[src/rtl/riscv_dmem_bridge.sv]
// Data-side bridge: routes core loads/stores to a word SRAM (1-cycle read latency)
// or to an MMIO block holding a 64-bit cycle counter, a GPIO register and a byte TX FIFO.
module riscv_dmem_bridge #(
  parameter int unsigned RAM_WORDS = 1024,
  parameter logic [31:0] MMIO_BASE = 32'h8000_0000
) (
  input  logic                         clk,
  input  logic                         reset,
  input  logic [31:0]                  cpu_addr,
  input  logic [31:0]                  cpu_wdata,
  input  logic                         cpu_mem_write,
  input  logic                         cpu_mem_read,
  output logic [31:0]                  cpu_rdata,
  output logic                         cpu_stall,
  output logic [$clog2(RAM_WORDS)-1:0] sram_addr,
  output logic [31:0]                  sram_wdata,
  output logic                         sram_we,
  output logic                         sram_re,
  input  logic [31:0]                  sram_rdata,
  output logic [31:0]                  gpio_out,
  output logic                         tx_valid,
  output logic [7:0]                   tx_data,
  input  logic                         tx_ready,
  output logic                         bus_err
);

  localparam int unsigned AW        = $clog2(RAM_WORDS);
  localparam logic [31:0] RAM_BYTES = 32'(RAM_WORDS * 4);

  localparam logic [2:0] REG_CNT_LO = 3'd0;
  localparam logic [2:0] REG_CNT_HI = 3'd1;
  localparam logic [2:0] REG_GPIO   = 3'd2;
  localparam logic [2:0] REG_TX     = 3'd3;
  localparam logic [2:0] REG_STATUS = 3'd4;

  typedef enum logic [0:0] {
    IDLE    = 1'b0,
    RD_WAIT = 1'b1
  } state_t;

  state_t      state, state_nxt;
  logic [63:0] counter;
  logic [31:0] snapshot;

  logic [7:0]  fifo_mem [8];
  logic [2:0]  wr_ptr, rd_ptr;
  logic [3:0]  fifo_count;
  logic        fifo_full, fifo_empty;
  logic        tx_push, tx_pop;

  logic        ram_hit, mmio_hit, rd_req, conflict;
  logic [2:0]  reg_sel;
  logic [31:0] status;
  logic        gpio_we, snap_we, err_set;

  assign sram_addr  = cpu_addr[AW+1:2];
  assign sram_wdata = cpu_wdata;

  assign fifo_full  = (fifo_count == 4'd8);
  assign fifo_empty = (fifo_count == 4'd0);
  assign tx_valid   = !fifo_empty;
  assign tx_data    = tx_valid ? fifo_mem[rd_ptr] : '0;
  assign tx_pop     = tx_valid && tx_ready;
  assign status     = {25'd0, fifo_count, 1'b0, fifo_empty, fifo_full};

  always_comb begin
    ram_hit  = (cpu_addr < RAM_BYTES);
    mmio_hit = (cpu_addr[31:5] == MMIO_BASE[31:5]) && (cpu_addr[4:2] <= REG_STATUS);
    reg_sel  = cpu_addr[4:2];
    rd_req   = cpu_mem_read && !cpu_mem_write;
    conflict = cpu_mem_read && cpu_mem_write;
  end

  // Request outputs are forced to their reset values while reset is held so a
  // load caught in RD_WAIT cannot complete on the reset cycle.
  always_comb begin
    state_nxt = state;
    cpu_rdata = '0;
    cpu_stall = 1'b0;
    sram_we   = 1'b0;
    sram_re   = 1'b0;
    tx_push   = 1'b0;
    gpio_we   = 1'b0;
    snap_we   = 1'b0;
    err_set   = 1'b0;
    if (!reset) begin
      if (state == RD_WAIT) begin
        cpu_rdata = sram_rdata;
        state_nxt = IDLE;
      end else if (rd_req) begin
        if (ram_hit) begin
          sram_re   = 1'b1;
          cpu_stall = 1'b1;
          state_nxt = RD_WAIT;
        end else if (mmio_hit) begin
          case (reg_sel)
            REG_CNT_LO: begin
              cpu_rdata = counter[31:0];
              snap_we   = 1'b1;
            end
            REG_CNT_HI: cpu_rdata = snapshot;
            REG_GPIO:   cpu_rdata = gpio_out;
            REG_STATUS: cpu_rdata = status;
            default:    cpu_rdata = '0;
          endcase
        end else begin
          err_set = 1'b1;
        end
      end else if (cpu_mem_write) begin
        if (ram_hit) begin
          sram_we = 1'b1;
        end else if (mmio_hit) begin
          if (reg_sel == REG_GPIO) begin
            gpio_we = 1'b1;
          end else if (reg_sel == REG_TX) begin
            if (fifo_full) cpu_stall = 1'b1;
            else           tx_push   = 1'b1;
          end
        end else begin
          err_set = 1'b1;
        end
        // A read+write collision is flagged once, on the cycle the write lands.
        if (conflict && !cpu_stall) err_set = 1'b1;
      end
    end
  end

  always_ff @(posedge clk) begin
    if (reset) begin
      state      <= IDLE;
      counter    <= '0;
      snapshot   <= '0;
      gpio_out   <= '0;
      bus_err    <= 1'b0;
      wr_ptr     <= '0;
      rd_ptr     <= '0;
      fifo_count <= '0;
    end else begin
      state   <= state_nxt;
      counter <= counter + 64'd1;
      if (snap_we) snapshot <= counter[63:32];
      if (gpio_we) gpio_out <= cpu_wdata;
      if (err_set) bus_err  <= 1'b1;
      if (tx_push) wr_ptr   <= wr_ptr + 3'd1;
      if (tx_pop)  rd_ptr   <= rd_ptr + 3'd1;
      fifo_count <= fifo_count + {3'd0, tx_push} - {3'd0, tx_pop};
    end
  end

  always_ff @(posedge clk) begin
    if (tx_push) fifo_mem[wr_ptr] <= cpu_wdata[7:0];
  end

endmodule

[config.mk]
export PLATFORM = sky130hd
export DESIGN_NAME = riscv_dmem_bridge
export DESIGN_NICKNAME = d
export VERILOG_FILES = /design/src/rtl/riscv_dmem_bridge.sv
export SDC_FILE = /design/constraint.sdc
export NUM_CORES = 1
export LEC_CHECK = 0
export BUFFER_PORTS_ARGS = -buffer_cell sky130_fd_sc_hd__buf_4
export CORE_AREA = 2 2 144 182
export DETAILED_ROUTE_END_ITERATION = 8
export DIE_AREA = 0 0 146 184
export GPL_TIMING_DRIVEN = 0
export SLEW_MARGIN = 5
export SYNTH_ARGS = -nofsm -noshare
export SYNTH_HDL_FRONTEND = slang
export SYNTH_SLANG_ARGS = --single-unit
export TNS_END_PERCENT = 30
[constraint.sdc]
create_clock -name clk -period 3.55 [get_ports clk]
set_input_delay 0.355 -clock clk [delete_from_list [all_inputs] [get_ports clk]]
set_output_delay 0.355 -clock clk [all_outputs]
set_load 0.005 [all_outputs]
Word level (Yosys, flattened, before mapping)
Memory sizes are Yosys's and may differ from the RTL's. A register that Yosys moved wholly into a read port is not among the register bits.
Index checks and enable logic that the tools add are counted.
{"block": "word_totals", "regBits": 140, "memories": 1, "in_bits": 101, "output_inout_bits": 119, "wordCells": 93, "ram_bits": 64}
{"memory": "fifo_mem", "depth": 8, "width": 8, "read_ports": 1, "rd_clocked_by_memory_dff": 1, "wr": 1, "line_no": "45", "rtl": "logic [7:0] fifo_mem [8];"}
{"block": "classes", "order_cmp": 2, "n_reduce_logical": 10, "n_addsub": 5, "mux": 61, "eq_ne": 6}
{"op": "$mux W32", "count": 5}
{"op": "$pmux W32 S4", "count": 1}
{"op": "$add A64 B1 Y64 const B", "count": 1}
{"op": "$mux W1", "count": 52}
{"op": "$lt A32 B13 Y1 const B", "count": 1}
{"op": "$eq A27 B27 Y1 const B", "count": 1}
{"op": "$mux W8", "count": 1}
{"op": "$add A3 B1 Y3 const B", "count": 2}
{"op": "$eq A3 B2 Y1 const B", "count": 2}
{"op": "$mux W3", "count": 2}
{"op": "$logic_and A1 B1 Y1", "count": 5}
{"op": "$add A4 B1 Y4", "count": 1}
{"op": "$eq A4 B4 Y1 const B", "count": 1}
{"op": "$logic_not A4 Y1", "count": 1}
{"op": "$sub A4 B1 Y4", "count": 1}
{"op": "$eq A3 B1 Y1 const B", "count": 1}
{"op": "$eq A3 B3 Y1 const B", "count": 1}
{"op": "$le A3 B3 Y1 const B", "count": 1}
{"op": "$logic_not A1 Y1", "count": 3}
{"op": "$logic_not A3 Y1", "count": 1}

Depth between registers and ports, before layout
Gate-level depths: netlist of the first run.
{"block": "logic_depth", "word_depth": 17, "ltp_mapped": 14, "ltp_nobuf": 13}

Worst setup path after synthesis of the first run
No wires, ideal clock.
{"block": "synth_path", "path_kind": "in2reg", "from": "in cpu_addr[7]", "to": "reg fifo_count[2]", "path_stages": 11, "setup_time_ps": 128, "setup_slack_ps": 737, "t_required_ps": 3422, "path_buffers": 0, "arrival_time_ps": 2685, "cell_sequence": "nor4_1 nand3_1 nor4_2 inv_1 ha_1 inv_1 ha_1 inv_1 fa_1 xor2_1 nor2_1"}
{"block": "synth_between", "elab_chain_cells": 10, "word_cells_on_any_way": 11, "cone_classes": "add/sub: 2; order compare: 1; eq/ne: 1; mux: 6; reduce/logical: 1"}
{"element": "from (decl)", "line_no": "9", "rtl": "input logic [31:0] cpu_addr,"}
{"element": "branches (longest 3 deep; another with $lt A32 B13 Y1)"}
{"element": "$mux W1 *", "line_no": "110", "rtl": "if (ram_hit) begin"}
{"element": "$mux W1 *", "line_no": "109", "rtl": "end else if (cpu_mem_write) begin"}
{"element": "$mux W1 *", "line_no": "90", "rtl": "end else if (rd_req) begin"}
{"element": "$mux W1 *", "line_no": "87", "rtl": "if (state == RD_WAIT) begin"}
{"element": "$mux W1 *", "line_no": "86", "rtl": "if (!reset) begin"}
{"element": "$add A4 B1 Y4 *", "line_no": "146", "rtl": "fifo_count <= fifo_count + {3'd0, tx_push} - {3'd0, tx_pop};"}
{"element": "$sub A4 B1 Y4 *", "line_no": "146"}
{"element": "to (signal assigned)", "line_no": "146"}
{"element": "to (decl)", "line_no": "47", "rtl": "logic [3:0] fifo_count;"}
Every way passes the cells marked *.
A chain may end at the register's enable or synchronous reset.

Worst setup path after layout of the first run
{"block": "layout_path", "from": "in cpu_addr[26]", "to": "reg fifo_count[2]"}
The elaborated chain is that of the path after synthesis.

==> results_dict.tcl, run 1 <==
set metrics [dict create \
    ys_async_sr_fraction 0 \
    path_clk_slew_ns 0.06 \
    worstSetupPathType "input pin to register" \
    postCtsResizedCells 0 \
    cts-hold-fix-buffers 0 \
    start_of_the_worst_register_to_register_path "state" \
    power.share.clock 0.400 \
    post-place-ws_ns -0.439 \
    floorplan.die_area_um2 26900 \
    place.port_buffers 216 \
    sequential_power_share 0.439 \
    initial_utilization 0.396 \
    vias_per_cell 5.18 \
    r2r_setup_slack_ns 0.47 \
    layout_min_cycle_time_ns 3.13 \
    worstSetupEndpointType "register" \
    logic_pwr_share 0.161 \
    setup_repair_after_global_routing_missed_its_margin "no" \
    num_rows 65 \
    antennaDiodeCount 0 \
    worstPathCellList "buf_4 > nor4_1 > nand3_1 > nor4_2 > inv_1 > ha_1 > inv_1 > ha_1 > inv_1 > fa_1 > xor2_1 > nor2_1" \
    crit_fanout 7 \
    timing.rr.end "fifo_count[2]" \
    area.growth.synth_to_final_pct 27.8 \
    synth_edf_count 64 \
    cellLeakagePower_uw 0.00467 \
    crit_top_cell "sky130_fd_sc_hd__inv_1" \
    nets 1436 \
    setup.worst_path.start_class "input pin" \
    setup_viol_count_final 0 \
    post-synth-top-area-fraction 0.288 \
    synthesis.nets 1196 \
    cts_max_path_buffers 3 \
    overflow_left_after_global_routing 0 \
    switchingPower_uw 1430 \
    timing.clock.skew_ns 0.0138 \
    finalSetupTns_ns 0 \
    worst-endpoint-required_ns 3.92 \
    drive_gt1_frac 0.245 \
    reg2reg_depth 11 \
    hold_path.startpoint "cpu_addr[31]" \
    clock.fmax_mhz 319 \
    synth-seq-cells 207 \
    antenna_found_initial 0 \
    hold_viol 0 \
    seq_area_frac_synth 0.482 \
    grt_start_max_net_pins 15 \
    dr.first_iter.drc_count 635 \
    core-area_um2 25000 \
    timing.critical_path.arrival_ns 3.50 \
    syn_avg_cell_area_um2 9.15 \
    worst_skew_pair.late_latency_ns 0.50 \
    post_synth_num_cell_types 49 \
    layout_worst_path_cycle_share 0.882 \
    drt-wirelength-per-cell_um 18.0 \
    outcome "finished, final reports clean" \
    max-cap-violations 0 \
    timing_max_transition_violations_final 0 \
    gp_congestion 0.841 \
    hold_path_end "state" \
    irDropWorstVdd_mv 0.291 \
    sw_frac_of_total 0.251 \
    grt_first_pass_wirelength_um 46500 \
    synth.cell_area_um2 9930 \
    yosysMostFrequentCell "sky130_fd_sc_hd__nand2_1" \
    cts_tree "yes" \
    post_synth_most_frequent_cells "sky130_fd_sc_hd__nand2_1, sky130_fd_sc_hd__dfxtp_1, sky130_fd_sc_hd__nor2_1" \
    dr_total_vias 8677 \
    timing.hold.worst_path_depth 2 \
    die_h_um 184 \
    min_path_type "input pin to register" \
    synth_area_leaders "sky130_fd_sc_hd__dfxtp_1, sky130_fd_sc_hd__edfxtp_1, sky130_fd_sc_hd__nand2_1, sky130_fd_sc_hd__a21oi_1, sky130_fd_sc_hd__mux2i_1" \
    finalWorstSetupSlack_ns 0.417 \
    die_width_um 146 \
    cts.sink_count 207 \
    clock_tree.root_cell "sky130_fd_sc_hd__clkbuf_16" \
    power_density_nw_per_um2 450 \
    critical-path-max-stage-delay_ns 0.82 \
    ys.warnings.count 0 \
    synthCells 1085 \
    internal_power_uw 4280 \
    first_global_vias 8563 \
    timing.critical_path.slowest_stage_cell "sky130_fd_sc_hd__nor4_2" \
    post_cts.repair.setup_buffers 0 \
    post-route-util 0.507 \
    max-slew-margin-rel 0.256 \
    timing_worst_slew_pin_value_ns 1.11 \
    ys.flop_type "sky130_fd_sc_hd__dfxtp_1" \
    cts_inserted_buffers 22 \
    groute.usage.overall 0.218 \
    synth.largest_area_cell "sky130_fd_sc_hd__dfxtp_1" \
    cts.htree.levels 1 \
    routed_wl_um 30200 \
    postRouteAntennaNets 0 \
    remaining_routing_drc_violations 0 \
    detailedRoute.firstPassIterationCount 5 \
    dp_hpwl_um 23100 \
    io_pins 220 \
]
cell type report:
| type | count | area, um^2 |
|---|---|---|
| Clock buffer | 27 | 591 |
| Sequential cell | 207 | 4780 |
| Buffer | 101 | 544 |
| Timing Repair Buffer | 216 | 1620 |
| Fill cell | 2442 | 12400 |
| Tap cell | 335 | 419 |
| Inverter | 24 | 90.1 |
| Multi-Input combinational cell | 753 | 4520 |
| Clock inverter | 12 | 121 |
routing by layer:
metal	track usage	part of all wire
met1	0.271	0.42
met3	0.0283	0.049
met5	0	0
met4	0.0621	0.024
met2	0.396	0.51
sequential cells by signal, summed over array words and instances, names as in the netlist, named ones only:
| name | count |
|---|---|
| bus_err | 1 |
| counter | 64 |
| fifo_count | 4 |
| fifo_mem | 64 |
| gpio_out | 32 |
| rd_ptr | 3 |
| snapshot | 32 |
| state | 1 |
| wr_ptr | 3 |
how the worst max path moves through the flow:
stage,slack (ns),to,from
detailed placement,-0.44,fifo_mem[0][3],cpu_addr[7]
floorplan,0.74,fifo_count[2],cpu_addr[7]
finish,0.42,fifo_count[2],cpu_addr[26]
global placement,-0.33,fifo_mem[0][3],cpu_addr[7]
global route,0.11,fifo_count[2],cpu_addr[7]
CTS,0.08,fifo_mem[0][1],cpu_addr[7]
layout by cell type (no fill, tap or decap), types with 12 or more instances in the layout:
cell | netlist | routed
sky130_fd_sc_hd__dfxtp_1 | 143 | 143
sky130_fd_sc_hd__o21ai_0 | 79 | 79
sky130_fd_sc_hd__or3_1 | 18 | 18
sky130_fd_sc_hd__inv_1 | 24 | 24
sky130_fd_sc_hd__mux4_2 | 16 | 16
sky130_fd_sc_hd__clkbuf_16 | 0 | 23
sky130_fd_sc_hd__buf_4 | 42 | 258
sky130_fd_sc_hd__nand2_1 | 155 | 155
sky130_fd_sc_hd__nand3_1 | 33 | 33
sky130_fd_sc_hd__clkbuf_1 | 47 | 51
sky130_fd_sc_hd__nor2_1 | 106 | 106
sky130_fd_sc_hd__a21oi_1 | 87 | 87
sky130_fd_sc_hd__nor4_1 | 14 | 14
sky130_fd_sc_hd__nand4_1 | 32 | 32
sky130_fd_sc_hd__mux2i_1 | 41 | 41
sky130_fd_sc_hd__xnor2_1 | 12 | 12
sky130_fd_sc_hd__xor2_1 | 32 | 32
sky130_fd_sc_hd__edfxtp_1 | 64 | 64
sky130_fd_sc_hd__nand2b_1 | 36 | 36
power by group through the flow:
| stage | Sequential (uW) | Combinational (uW) | Clock, uW |
|---|---|---|---|
| 2_1_floorplan | 2550 | 533 | 0 |
| 3_3_place_gp | 2560 | 922 | 0 |
| 3_5_place_dp | 2560 | 931 | 0 |
| 4_1_cts | 2510 | 935 | 2330 |
| 5_1_grt | 2510 | 1020 | 2420 |
| 6_report | 2510 | 918 | 2290 |
cells by family (layout without fill, tap and decap cells):
| kind of cell | after synthesis | count (layout) | share of synthesized area |
|---|---|---|---|
| and+or+nand+nor | 452 | 452 | 0.221 |
| adders and majority gates | 10 | 10 | 0.0134 |
| DFF | 207 | 207 | 0.482 |
| buffers and inverters | 125 | 380 | 0.0639 |
| xor gates and xnor gates | 44 | 44 | 0.0388 |
| muxes | 59 | 59 | 0.0799 |
| AOI/OAI and AO/OA | 188 | 188 | 0.101 |
critical path, delay by kind of cell:
kind | cells | cell delay (ns)
xor gates and xnor gates | 1 | 0.16
buffers and inverters | 4 | 0.35
adders and majority gates | 3 | 0.86
and+or+nand+nor | 4 | 1.77
per-stage QoR:
stage	area, um^2	hold WS (ns)	total power (uW)	instances
after global placement	12000	0.443	3480	1636
after floorplan	9930	0.432	3080	1085
final	12700	0.0515	5710	1675
after detailed placement	12000	0.447	3490	1636
after CTS	12700	0.0371	5770	1675
after global routing	12700	0.0474	5940	1675
No activity file was read; power rests on OpenSTA's default activity.
==> run 2, diff against run 1 <==
- CORE_AREA: 2 2 144 182 -> 2 2 182 228
- DIE_AREA: 0 0 146 184 -> 0 0 184 230
- SKIP_LAST_GASP: not set -> 1
==> results_dict.tcl, run 2 (synthesis results as in run 1) <==
set metrics [dict create \
    postRouteAntennaNets 0 \
    overflow_left_after_global_routing 0 \
    initial_utilization 0.248 \
    grt_start_max_net_pins 15 \
    timing_worst_slew_pin_value_ns 1.06 \
    min_path_type "input pin to register" \
    setup.worst_path.start_class "input pin" \
    dp_hpwl_um 24200 \
    start_of_the_worst_register_to_register_path "counter[0]" \
    worst-endpoint-required_ns 3.19 \
    groute.usage.overall 0.143 \
    hold_path_end "gpio_out[24]" \
    grt_first_pass_wirelength_um 47300 \
    cts.htree.levels 1 \
    remaining_routing_drc_violations 0 \
    leading_cell_types_in_the_layout_fill_and_taps_excluded "sky130_fd_sc_hd__buf_4, sky130_fd_sc_hd__nand2_1, sky130_fd_sc_hd__dfxtp_1" \
    worstSetupEndpointType "output port" \
    path_clk_slew_ns 0.06 \
    outcome "finished, final reports clean" \
    detailedRoute.firstPassIterationCount 5 \
    timing.critical_path.arrival_ns 2.84 \
    timing.critical_path.slowest_stage_cell "sky130_fd_sc_hd__nor4_1" \
    worst_skew_pair.late_latency_ns 0.52 \
    cts_max_path_buffers 3 \
    antenna_found_initial 1 \
    cts-hold-fix-buffers 0 \
    cts_tree "yes" \
    core-area_um2 40000 \
    timing.clock.skew_ns 0.0151 \
    io_pins 220 \
    finalSetupTns_ns 0 \
    critPathLaunch "cpu_addr[7]" \
    num_rows 82 \
    worstPathCellList "buf_4 > nor4_1 > nand3_1 > a211o_1 > clkbuf_1 > o21ai_0 > buf_4" \
    cts_inserted_buffers 24 \
    layout_min_cycle_time_ns 3.20 \
    largestRegisters "counter (64), fifo_mem (64)" \
    drt-wirelength-per-cell_um 16.8 \
    floorplan.die_area_um2 42300 \
    timing.rr.end "counter[60]" \
    post-route-util 0.326 \
    finalWorstSetupSlack_ns 0.352 \
    cts.sink_count 207 \
    path_delay_family "simple AND/OR/NAND/NOR gates" \
    reg2reg_depth 6 \
    clock.fmax_mhz 313 \
    dr_total_vias 8627 \
    irDropWorstVdd_mv 0.223 \
    design_area_um2 13000 \
    hold_path.startpoint "cpu_wdata[24]" \
    max-slew-margin-rel 0.288 \
    routed_wl_um 31100 \
    crit_top_cell "sky130_fd_sc_hd__buf_4" \
    cellLeakagePower_uw 0.00475 \
    worstSetupPathType "input pin to output port" \
    die_h_um 230 \
    max-cap-violations 0 \
    hold_viol 0 \
    gp_congestion 0.836 \
    vias_per_cell 4.66 \
    placement.cell_area_um2 12200 \
    area.growth.synth_to_final_pct 31.4 \
    timing.hold.worst_path_depth 3 \
    dr.first_iter.drc_count 516 \
    layout.cells.most_common "sky130_fd_sc_hd__buf_4" \
    critical-path-max-stage-delay_ns 0.73 \
    place.port_buffers 216 \
    r2r_setup_slack_ns 0.54 \
    layout_worst_path_cycle_share 0.901 \
    drive_gt1_frac 0.252 \
    setup_repair_after_global_routing_missed_its_margin "no" \
    setup_viol_count_final 0 \
    first_global_vias 8548 \
    post-place-ws_ns -0.439 \
    cp_num_buf_inv 3 \
    crit_fanout 10 \
    nets 1438 \
    power_density_nw_per_um2 461 \
    timing_max_transition_violations_final 0 \
    die_width_um 184 \
    clock_tree.root_cell "sky130_fd_sc_hd__clkbuf_16" \
]
run 2: worst max path at each step:
stage | end | slack (ns) | cells past startpoint
finish | cpu_rdata[15] | 0.35 | 7
CTS | fifo_mem[0][7] | 0.09 | 6
global placement | fifo_mem[0][4] | -0.25 | 6
detailed placement | fifo_mem[0][4] | -0.44 | 6
global route | fifo_count[2] | 0.11 | 12
floorplan | fifo_count[2] | 0.74 | 11
run 2: cell type report:
cell class | count | area [um^2]
Antenna cell | 1 | 2.50
Clock inverter | 11 | 110
Inverter | 24 | 90.1
Fill cell | 4106 | 27000
Sequential cell | 207 | 4780
Multi-Input combinational cell | 753 | 4520
Tap cell | 504 | 631
Timing Repair Buffer | 216 | 1620
Clock buffer | 33 | 738
Buffer | 101 | 544
run 2: worst reg2reg max path, stage by stage (launching register included):
cell and delay (ns):
sky130_fd_sc_hd__dfxtp_1 0.41, sky130_fd_sc_hd__ha_1 0.23, sky130_fd_sc_hd__nand4_1 0.30, sky130_fd_sc_hd__nor4_1 0.99, sky130_fd_sc_hd__nand4_1 0.31, sky130_fd_sc_hd__nor4_1 0.30
sky130_fd_sc_hd__mux2_2 0.37
run 2: timing repair:
item / 4_1_cts / 5_1_grt
endpoints found under the setup margin: 0 / 8
setup buffers: 0 / 0
resized for setup: 0 / 1
run 2: metrics by stage:
| stage | std cells | hold slack [ns] | power, uW |
|---|---|---|---|
| detailed placement | 1805 | 0.444 | 3480 |
| finish | 1850 | 0.0456 | 6020 |
| CTS | 1849 | 0.0351 | 6070 |
| floorplan | 1085 | 0.432 | 3080 |
| global route | 1849 | 0.0556 | 6240 |
| global placement | 1805 | 0.440 | 3460 |
run 2: report_power, final:
group	switching (uW)	total, uW	internal (uW)
Clock	996	2590	1600
Combinational	442	914	473
Sequential	29.9	2510	2480
Total	1470	6020	4550
run 2: routing by layer:
layer  vias up  part of all wire  GRT usage
li1       4248                 -          -
met1      4076              0.44      0.181
met2       259              0.49      0.256
met3        44             0.053     0.0204
met4         0             0.018     0.0310
met5         -                 0          0
==> run 3, diff against run 2 <==
--- a/config.mk
+++ b/config.mk
@@ -9,2 +9,3 @@
 export CORE_AREA = 2 2 182 228
+export CTS_CLUSTER_DIAMETER = 100
 export DETAILED_ROUTE_END_ITERATION = 8
==> constraint.sdc (replaced) <==
create_clock -name clk -period 3.55 [get_ports clk]
set_input_delay 0.1775 -clock clk [delete_from_list [all_inputs] [get_ports clk]]
set_output_delay 0.1775 -clock clk [all_outputs]
set_load 0.005 [all_outputs]
==> results_dict.tcl, run 3 (synthesis results as in run 1) <==
set metrics [dict create \
    outcome "finished, final reports clean" \
    layout.cells.most_common "sky130_fd_sc_hd__buf_4" \
    detailedRoute.firstPassIterationCount 5 \
    post_cts.repair.setup_buffers 0 \
    antenna_found_initial 1 \
    max-cap-violations 0 \
    io_pins 220 \
    path_clk_slew_ns 0.06 \
    remaining_routing_drc_violations 0 \
    setup.worst_path.start_class "input pin" \
    worstSetupEndpointType "register" \
    hold_viol 0 \
    timing_max_transition_violations_final 0 \
    layout_min_cycle_time_ns 3.18 \
    die_h_um 230 \
    worst-endpoint-required_ns 3.93 \
    post-route-util 0.335 \
    die_width_um 184 \
    overflow_left_after_global_routing 0 \
    timing_worst_slew_pin_value_ns 1.08 \
    clock.fmax_mhz 315 \
    placement.cell_area_um2 12200 \
    cellLeakagePower_uw 0.00490 \
    critPathLaunch "cpu_addr[31]" \
    hold_path.startpoint "cpu_mem_write" \
    setup_viol_count_final 0 \
    first_global_vias 8730 \
    area.growth.synth_to_final_pct 35.0 \
    worst_skew_pair.late_latency_ns 0.52 \
    num_rows 82 \
    initial_utilization 0.248 \
    num-fill-cells 4071 \
    power_density_nw_per_um2 451 \
    core-area_um2 40000 \
    cts.htree.levels 1 \
    routed_wl_um 31400 \
    place.port_buffers 216 \
    finalWorstSetupSlack_ns 0.374 \
    clock_tree.root_cell "sky130_fd_sc_hd__clkbuf_16" \
    timing.critical_path.arrival_ns 3.56 \
    irDropWorstVdd_mv 0.224 \
    setup_repair_after_global_routing_missed_its_margin "no" \
    drive_gt1_frac 0.246 \
    nets 1473 \
    gp_congestion 0.836 \
    r2r_setup_slack_ns 0.54 \
    drt-wirelength-per-cell_um 16.6 \
    start_of_the_worst_register_to_register_path "counter[0]" \
    postRouteAntennaNets 0 \
    worstSetupPathType "input pin to register" \
    dp_hpwl_um 24200 \
    grt_start_max_net_pins 15 \
    leading_cell_types_in_the_layout_fill_and_taps_excluded "sky130_fd_sc_hd__buf_4, sky130_fd_sc_hd__nand2_1, sky130_fd_sc_hd__dfxtp_1" \
    groute.usage.overall 0.144 \
    cts.sink_count 207 \
    cts_tree "yes" \
    timing.clock.skew_ns 0.0142 \
    vias_per_cell 4.65 \
    design_power_total_uw 6050 \
    finalSetupTns_ns 0 \
    layout_worst_path_cycle_share 0.895 \
    dr.first_iter.drc_count 529 \
    largestRegisters "counter (64), fifo_mem (64)" \
    max-slew-margin-rel 0.277 \
    design_area_um2 13400 \
    dr_total_vias 8757 \
    min_path_type "input pin to register" \
    crit_fanout 7 \
    grt_first_pass_wirelength_um 48000 \
    cts_max_path_buffers 3 \
    post-place-ws_ns -0.262 \
    floorplan.die_area_um2 42300 \
    cts_inserted_buffers 24 \
]
[run 3: changes by cell type in the layout (fill, tap and decap cells not counted), sizes merged]
cell	delta
dlygate4sd3	+35
[run 3: final timing paths]
kind                   end  depth (start not counted)
min reg2reg   snapshot[20]                          2
max          fifo_count[2]                         13
max reg2reg    counter[60]                          6
min                bus_err                          3
[run 3: what timing repair did]
action	CTS	global route
hold buffers	35	0
endpoints found under the hold margin	99	0
resized for setup	0	1
setup endpoints to repair	0	8
[run 3: cell type report]
cell class | count | area, um^2 | share of cell area
antenna | 1 | 2.50 | 0.000187
buffer | 101 | 544 | 0.0406
clock buffer | 33 | 738 | 0.0551
clock inverter | 11 | 110 | 0.00822
inverter | 24 | 90.1 | 0.00672
multi-input combinational | 753 | 4520 | 0.338
sequential | 207 | 4780 | 0.357
tap | 504 | 631 | 0.0471
timing repair buffer | 251 | 1970 | 0.147
[run 3: through the flow]
| step | std cells | hold WS, ns |
|---|---|---|
| 2_1_floorplan | 1085 | 0.276 |
| 3_3_place_gp | 1805 | 0.390 |
| 3_5_place_dp | 1805 | 0.390 |
| 4_1_cts | 1884 | 0.0469 |
| 5_1_grt | 1884 | 0.0640 |
| 6_report | 1885 | 0.0634 |
[run 3: worst max-delay path: stages]
cell	delay (ns)
sky130_fd_sc_hd__dlygate4sd3_1	0.53
sky130_fd_sc_hd__buf_4	0.15
sky130_fd_sc_hd__nor4b_2	0.45
sky130_fd_sc_hd__nand3_1	0.28
sky130_fd_sc_hd__nor4_2	0.68
sky130_fd_sc_hd__inv_1	0.12
sky130_fd_sc_hd__ha_1	0.31
sky130_fd_sc_hd__inv_1	0.06
sky130_fd_sc_hd__ha_1	0.16
sky130_fd_sc_hd__inv_1	0.06
sky130_fd_sc_hd__fa_1	0.37
sky130_fd_sc_hd__xor2_1	0.16
sky130_fd_sc_hd__nor2_1	0.05
[run 3: layer usage]
metal  global-route usage  part of all wire
met5                    0                 0
met4               0.0320             0.018
met3               0.0204             0.056
met2                0.260              0.49
met1                0.182              0.43
[run 3: where the power goes]
group / switching, uW / internal, uW / total, uW
logic: 447 / 497 / 944
clock network: 997 / 1600 / 2600
registers: 29.9 / 2480 / 2510
